==> config.mk <==
export PLATFORM = sky130hd
export DESIGN_NAME = spi_slave_if
export DESIGN_NICKNAME = d
export VERILOG_FILES = /design/src/rtl/spi_pkg.sv /design/src/rtl/spi_tx_serializer.sv /design/src/rtl/spi_slave_if.sv
export SDC_FILE = /design/constraint.sdc
export NUM_CORES = 1
export LEC_CHECK = 0
export ABC_AREA = 1
export ABC_CLOCK_PERIOD_IN_PS = 2900
export BUFFER_PORTS_ARGS = -buffer_cell sky130_fd_sc_hd__buf_2
export CAP_MARGIN = 25
export CORE_MARGIN = 5
export CORE_UTILIZATION = 40
export DETAILED_ROUTE_END_ITERATION = 16
export GPL_ROUTABILITY_DRIVEN = 0
export PLACE_DENSITY_LB_ADDON = 0.1
export SYNTH_ARGS = -nofsm -noshare
export SYNTH_HDL_FRONTEND = slang
export SYNTH_HIERARCHICAL = 1
export SYNTH_SLANG_ARGS = --single-unit
==> constraint.sdc <==
create_clock -name clk -period 2.9 [get_ports clk]
set_input_delay 0.58 -clock clk [delete_from_list [all_inputs] [get_ports clk]]
set_output_delay 0.58 -clock clk [all_outputs]
set_load 0.01 [all_outputs]
==> src/rtl/spi_pkg.sv <==
// Shared encodings and defaults for the SPI slave front end of the SPI_RAM wrapper.
package spi_pkg;
  localparam int CMD_W_DEF  = 10;
  localparam int DATA_W_DEF = 8;

  typedef enum logic [2:0] {
    IDLE      = 3'b000,
    CHK_CMD   = 3'b001,
    WRITE     = 3'b010,
    READ_ADD  = 3'b011,
    READ_DATA = 3'b100
  } state_t;

  // Interpreted by the RAM; the slave only looks at bit 9 to pick a branch.
  typedef enum logic [1:0] {
    WR_ADDR = 2'b00,
    WR_DATA = 2'b01,
    RD_ADDR = 2'b10,
    RD_DATA = 2'b11
  } cmd_t;
endpackage

==> src/rtl/spi_tx_serializer.sv <==
// Parallel-in/serial-out reply register: load latches a word, each enabled edge drives the next MSB.
module spi_tx_serializer #(
  parameter int DATA_W = 8
) (
  input  logic              clk,
  input  logic              rst_n,
  input  logic              clr,
  input  logic              load,
  input  logic              en,
  input  logic [DATA_W-1:0] din,
  output logic              miso,
  output logic              done
);
  localparam int CW = $clog2(DATA_W + 1);

  logic [DATA_W-1:0] sreg;
  logic [CW-1:0]     cnt;

  // High on the edge that drives the final bit.
  assign done = en && !clr && !load && (cnt == CW'(1));

  always_ff @(posedge clk or negedge rst_n) begin
    if (!rst_n) begin
      sreg <= '0;
      cnt  <= '0;
      miso <= 1'b0;
    end else if (clr) begin
      sreg <= '0;
      cnt  <= '0;
      miso <= 1'b0;
    end else if (load) begin
      sreg <= din;
      cnt  <= CW'(DATA_W);
      miso <= 1'b0;
    end else if (en && cnt != '0) begin
      miso <= sreg[DATA_W-1];
      sreg <= {sreg[DATA_W-2:0], 1'b0};
      cnt  <= cnt - CW'(1);
    end else begin
      miso <= 1'b0;
    end
  end
endmodule

==> src/rtl/spi_slave_if.sv <==
// SPI slave: assembles 10-bit RAM command words from MOSI and returns 8-bit read data on MISO.
module spi_slave_if
  import spi_pkg::*;
#(
  parameter int CMD_W  = CMD_W_DEF,
  parameter int DATA_W = DATA_W_DEF
) (
  input  logic              clk,
  input  logic              rst_n,
  input  logic              SS_n,
  input  logic              MOSI,
  input  logic [DATA_W-1:0] tx_data,
  input  logic              tx_valid,
  output logic              MISO,
  output logic [CMD_W-1:0]  rx_data,
  output logic              rx_valid
);
  localparam int CNT_W = $clog2(CMD_W);

  state_t           state, state_nxt;
  logic [CMD_W-2:0] shreg;
  logic [CNT_W-1:0] bit_cnt;
  logic             rcv_done, tx_started, rd_addr_seen;
  logic             abort, word_last, tx_load, tx_done, rcv_state;

  always_ff @(posedge clk or negedge rst_n) begin
    if (!rst_n) state <= IDLE;
    else        state <= state_nxt;
  end

  always_comb begin
    state_nxt = state;
    rcv_state = (state == WRITE) || (state == READ_ADD) || (state == READ_DATA);
    abort     = (state != IDLE) && SS_n;
    word_last = rcv_state && !SS_n && !rcv_done && (bit_cnt == CNT_W'(CMD_W - 2));
    tx_load   = (state == READ_DATA) && !SS_n && rcv_done && !tx_started && tx_valid;
    case (state)
      IDLE:    if (!SS_n) state_nxt = CHK_CMD;
      CHK_CMD: begin
        if (SS_n)              state_nxt = IDLE;
        else if (!MOSI)        state_nxt = WRITE;
        else if (rd_addr_seen) state_nxt = READ_DATA;
        else                   state_nxt = READ_ADD;
      end
      default: if (SS_n) state_nxt = IDLE;
    endcase
  end

  // Receive shifter holds bits 9..1; bit 0 is merged straight into rx_data.
  always_ff @(posedge clk or negedge rst_n) begin
    if (!rst_n) begin
      shreg        <= '0;
      bit_cnt      <= '0;
      rcv_done     <= 1'b0;
      tx_started   <= 1'b0;
      rd_addr_seen <= 1'b0;
      rx_data      <= '0;
      rx_valid     <= 1'b0;
    end else begin
      rx_valid <= word_last;
      if (abort || state == IDLE) begin
        bit_cnt    <= '0;
        rcv_done   <= 1'b0;
        tx_started <= 1'b0;
      end else if (state == CHK_CMD) begin
        shreg      <= {{(CMD_W-2){1'b0}}, MOSI};
        bit_cnt    <= '0;
        rcv_done   <= 1'b0;
        tx_started <= 1'b0;
      end else begin
        if (word_last) begin
          rcv_done <= 1'b1;
          rx_data  <= {shreg, MOSI};
          if (state == READ_ADD) rd_addr_seen <= 1'b1;
        end else if (!rcv_done) begin
          shreg   <= {shreg[CMD_W-3:0], MOSI};
          bit_cnt <= bit_cnt + CNT_W'(1);
        end
        if (tx_load) tx_started   <= 1'b1;
        if (tx_done) rd_addr_seen <= 1'b0;
      end
    end
  end

  spi_tx_serializer #(.DATA_W(DATA_W)) u_tx (
    .clk   (clk),
    .rst_n (rst_n),
    .clr   (abort),
    .load  (tx_load),
    .en    (state == READ_DATA),
    .din   (tx_data),
    .miso  (MISO),
    .done  (tx_done)
  );
endmodule
==> results of run 1 <==
==> through the flow <==
step	utilization (%)	cells	cell area (sq um)	setup slack (ns)
after CTS	45.1	375	2620	0.899
after detailed placement	42.8	367	2490	0.892
final	45.4	376	2640	0.899
after global routing	45.4	376	2640	0.718
after global placement	42.8	367	2490	0.944
after floorplan	-	275	2360	1.19
==> placed cells by master (no fill, tap or decap), drive strengths merged, types with 2 or more instances in the layout <==
cell type  count
nand2        119
dfrtp         43
inv           35
buf           25
nand3         22
nand4         16
nor2          10
o21ai          7
clkbuf         6
ha             5
a21oi          5
bufinv         2
or2            2
==> flip-flops by register name, summed over array words and instances (netlist names) <==
register / cells
rcv_done: 1
u_tx/sreg: 8
rd_addr_seen: 1
u_tx/miso: 1
u_tx/cnt: 4
tx_started: 1
rx_data: 10
bit_cnt: 4
rx_valid: 1
shreg: 9
state: 3
==> final cells by class <==
class / instances / area share (%)
sequential: 43 / 40.7
multi-input combinational: 190 / 40.2
timing repair buffer: 25 / 5.30
inverter: 35 / 5.16
tap: 75 / 3.55
clock buffer: 6 / 2.75
clock inverter: 2 / 2.27
==> synthesized netlist by cell type (all sizes together), types with 2 or more instances <==
library cell	n
nor2	10
or2	2
o21ai	7
ha	5
inv	35
nand2	119
dfrtp	43
nand4	16
a21oi	5
nand3	22
buf	7
==> routing by layer <==
metal  vias to the layer above  track usage [%]  part of all wire, %
li1                        916                -                    -
met1                       836             19.4                   53
met2                        27             18.9                   42
met3                         6             3.52                  3.9
met4                         0             3.82                  1.2
met5                         -                0                    0
==> cell families (layout without fill, tap and decap cells) <==
group	Yosys count	in the layout	share of synthesized area, %
adders and majority gates	5	5	2.65
buffers and inverters	42	68	9.38
and+or+nand+nor	171	171	38.4
DFF	43	43	45.6
AOI/OAI and AO/OA	14	14	4.03
==> final timing paths <==
kind | from | end | slack [ns] | depth (start not counted)
min | rst_n | rx_data[7] | 0.07 | 1
min in group clk | SS_n | state[1] | 0.47 | 2
max | state[1] | u_tx/cnt[2] | 0.90 | 10
min reg2reg | u_tx/sreg[7] | u_tx/sreg[7] | 0.47 | 2
max reg2reg | state[1] | u_tx/cnt[2] | 0.90 | 10
max in group asynchronous | rst_n | u_tx/sreg[4] | 2.41 | 2
==> worst max-delay path, cell delays in order (launching register included) <==
cell	delay, ns
dfrtp_1	0.45
nor2_4	0.18
nand2_2	0.09
inv_1	0.14
nand4_1	0.14
inv_1	0.36
nor2_8	0.09
nand2_4	0.17
inv_2	0.13
nand2_1	0.09
o21ai_2	0.05
==> where the power goes <==
part / internal (W) / total, W / switching (W) / leakage, nW
sequential: 0.000694 / 0.000796 / 0.000103 / 0.585
clock: 0.000344 / 0.000556 / 0.000212 / 0.0654
combinational: 0.000208 / 0.000630 / 0.000422 / 0.829
==> results.ini, run 1 <==
[routing]
remaining_drc_errors=0
detail_route.wl_per_cell_um=12.0
vias_per_cell=4.75
drtIter0Drc=117
routed-via-count=1785
totalWireLength_um=4500
detail_route.first_pass.iterations=4
ant_nets=0

[layout]
layout.nets=318
antennaDiodeCount=0
seqCellArea_sq_um=1080
fill_cells=604
multi_input_comb_area_sq_um=1060
areaGrowthSynthToFinish_pct=11.9
layout-drive-gt1-share_pct=22.9

[critical_path]
cp_max_fo=11
data_required_critical_path_ns=3.09
worst_setup_path_end_kind=flip-flop
worst-endpoint-arrival_ns=2.19
setup.worst_path.class=flip-flop to flip-flop
timing.critical_path.from_type=flip-flop

[synthesis]
synth_enable_flop_cells=0
synth_top_cells_by_area=dfrtp_1 46%, nand2_1 17%, nand4_1 4.2%, inv_1 4.1%, nand3_1 4.0%
syn_nets=293
mappedNetlistArea_sq_um=2360
synth_cell_types=32
async_reset_ff_share_pct=100
syn_avg_cell_area_sq_um=8.59
postSynthRegisterBits=43
synthFlopType=dfrtp_1
yosysWarningCount=6
seq_area_frac_synth_pct=45.6
syn_inst=275
netlist.top_cell.by_area=dfrtp_1
yosys.area.top_type_share_pct=45.6

[cts]
clock_root_cell=clkbuf_8
path_clk_slew_ns=0.08
htree_levels=2
num_cts_buffers=5
post_cts_resize_count=0
clk_path_buf_depth=2
clock_insertion_delay_worst_skew_ns=0.30
postCtsSetupBuffers=0
cts_hold_repair.buffers=0
cts_tree=yes
cts_num_sinks=43

[global_routing]
grt_util_all_layers_pct=13.2
grt_max_degree=44
number_of_antenna_violations_at_the_first_check_in_global_routing=0
globalRoute.totalOverflow=0
first_pass_grt_wire_length_um=7910
grt_pass1_vias=1663

[die]
design.portCount=25
floorplan.rows=28
initial_standard_cell_utilization_of_the_core_pct=40.6
die_h_um=86.8
die_w_um=86.8
area_enclosed_by_the_die_boundary_sq_um=7540
core_sq_um=5820

[sta]
finalCritPeriodShare_pct=69.0
rsz_0062_raised_after_global_routing=false
worst-slew-pin-transition_ns=0.502
finalSetupViolations=0
max_freq_mhz=500
timing_max_transition_violations_final=0
hold_viol_final=0
setup_tns_ns=0
crit_path_time_final_ns=2.00
max_slew_margin_pct=66.5
clock-skew-final_ns=0.00593
fin_worst_hold_slack_ns=0.0685

[outcome]
outcome=finished, final reports clean

[power_and_ir_drop]
leakagePower_nw=1.48
total_power_per_unit_cell_area_nw_per_um2=750
p_total_w=0.00198
vdd.ir_drop.worst_v=0.000321

[min_path]
min_path_type=input port to async pin

[placed_design]
place.detailed.hpwl_um=3090
io_buffers=24

[job]
max_cap_viol_count=0

(Power assumes the default switching activity.)
==> run 2: changes to the inputs <==
- ABC_CLOCK_PERIOD_IN_PS: 2900 -> 1900
- clock period: 2.9 -> 1.9 ns (I/O delays scaled with it)
==> run 2 against run 1 <==
Net effect: clock power up 53%; worst hold slack worse by 0.042 ns; register-to-register slack worse by 0.72 ns; fmax up 16%; via count up 0.67%; utilization up 0.26 points; count of clock-buffer cells in the layout unchanged; critical endpoint is now u_tx/cnt[0]; critical path depth unchanged; sequential share of layout area down 0.23 points; sequential power up 52%; wire length up 0.60%; largest power group unchanged; final cell count up 0.53%.
==> results.ini, run 2 (synthesis results as in run 1) <==
[outcome]
outcome=finished, final reports clean

[cts]
clock_root_cell=clkbuf_8
postCtsSetupBuffers=0
cts_hold_repair.buffers=0
path_clk_slew_ns=0.09
clk_path_buf_depth=2
clock_insertion_delay_worst_skew_ns=0.29
post_cts_resize_count=0
cts_tree=yes
num_cts_buffers=5
htree_levels=2
cts_num_sinks=43

[sta]
crit_path_time_final_ns=1.72
setup_tns_ns=0
max_freq_mhz=581
finalSetupViolations=0
hold_viol_final=0
timing.final.ws_setup_ns=0.180
worst-slew-pin-transition_ns=0.514
rsz_0062_raised_after_global_routing=false
fin_worst_hold_slack_ns=0.0264
clock-skew-final_ns=0.00708
finalCritPeriodShare_pct=90.5
max_slew_margin_pct=65.7
timing_max_transition_violations_final=0

[layout]
finalCoreUtilization_pct=45.7
largest_register_ff_count=10
antennaDiodeCount=0
layout.nets=320
areaGrowthSynthToFinish_pct=12.6
regMostFlops=rx_data
layout_commonest_cell=nand2_1
most_used_cells_in_the_layout_excluding_fill_and_tap_cells=106 x nand2_1, 43 x dfrtp_1, 25 x inv_1, 24 x buf_2, 19 x nand3_1
biggestRegsByFlops=rx_data: 10 flops, shreg: 9 flops, u_tx/sreg: 8 flops
layout-drive-gt1-share_pct=23.8

[power_and_ir_drop]
leakagePower_nw=1.49
vdd.ir_drop.worst_v=0.000512
total_power_per_unit_cell_area_nw_per_um2=1140

[die]
initial_standard_cell_utilization_of_the_core_pct=40.6
core_sq_um=5820
floorplan.rows=28
die_h_um=86.8
design.portCount=25
die_w_um=86.8
area_enclosed_by_the_die_boundary_sq_um=7540

[placed_design]
place.detailed.hpwl_um=3280
io_buffers=24
preCtsSetupSlack_ns=0.132

[global_routing]
grt_util_met2_pct=20.8
grt.met1_usage_pct=20.0
grt_pass1_vias=1756
grt_max_degree=26
globalRouteMet3Util_pct=2.95
first_pass_grt_wire_length_um=8390
grt_util_all_layers_pct=13.9
number_of_antenna_violations_at_the_first_check_in_global_routing=0
globalRoute.totalOverflow=0
gr-max-usage-layer=met2

[critical_path]
cp_slowest_cell=dfrtp_1
worst-endpoint-arrival_ns=1.90
setup.worst_path.class=flip-flop to flip-flop
cp_max_fo=11
cpMostUsedCell=inv_2
timing.critical_path.from_type=flip-flop
data_required_critical_path_ns=2.08
worst_setup_path_end_kind=flip-flop
critical_path.max_stage_delay_ns=0.46
critical_path.cell_chain=nor2_4, nand2_2, inv_1, nand4_1, inv_2, nor2_8, nand2_4, inv_2, nand2_1, o21ai_1

[routing]
routed-via-count=1797
drtIter0Drc=64
remaining_drc_errors=0
vias_per_cell=4.75
totalWireLength_um=4530
ant_nets=0
detail_route.wl_per_cell_um=12.0
detail_route.first_pass.iterations=4

[min_path]
min_path_type=input port to async pin

[job]
max_cap_viol_count=0

## run 2: changes by cell type in the layout (fill, tap and decap cells not counted), sizes merged
cell	previous run	this run
buf	25	27
## run 2: critical path, delay by kind of cell, from the launching register on
family / cells / cell delay [ns]
flops: 1 / 0.46
simple gates: 6 / 0.70
buf+inv: 3 / 0.39
compound gates: 1 / 0.06
## run 2: path summary, 6_finish.rpt
check | from | endpoint | slack (ns) | cells past startpoint
min | rst_n | rx_data[4] | 0.03 | 1
max | state[0] | u_tx/cnt[0] | 0.18 | 10
min reg2reg | u_tx/sreg[2] | u_tx/sreg[2] | 0.47 | 2
max in group asynchronous | rst_n | u_tx/sreg[6] | 1.37 | 2
min in group clk | SS_n | state[1] | 0.29 | 2
max reg2reg | state[0] | u_tx/cnt[0] | 0.18 | 10
## run 2: power by group
| part | internal [W] | switching [W] |
|---|---|---|
| sequential | 0.00106 | 0.000155 |
| clock | 0.000526 | 0.000323 |
| combinational | 0.000331 | 0.000634 |
## run 2: stage by stage
| stage | std cells | instance area, sq um | power [W] |
|---|---|---|---|
| after floorplan | 275 | 2360 | 0.00206 |
| after global placement | 370 | 2520 | 0.00221 |
| after detailed placement | 370 | 2520 | 0.00221 |
| after CTS | 378 | 2660 | 0.00308 |
| after global routing | 378 | 2660 | 0.00326 |
| final | 378 | 2660 | 0.00303 |
## run 2: cell type report
class	count	area, sq um
multi-input cells	190	1060
inverters	35	136
clock inverters	2	60.1
flip-flops and latches	43	1080
clock buffers	6	72.6
well taps	75	93.8
repair buffers	27	155
fillers	610	3160
## run 2: metal layers
layer	wire length, um	vias up
met3	183	2
met4	29	0
li1	-	924
met5	0	-
met1	2260	837
met2	2050	34
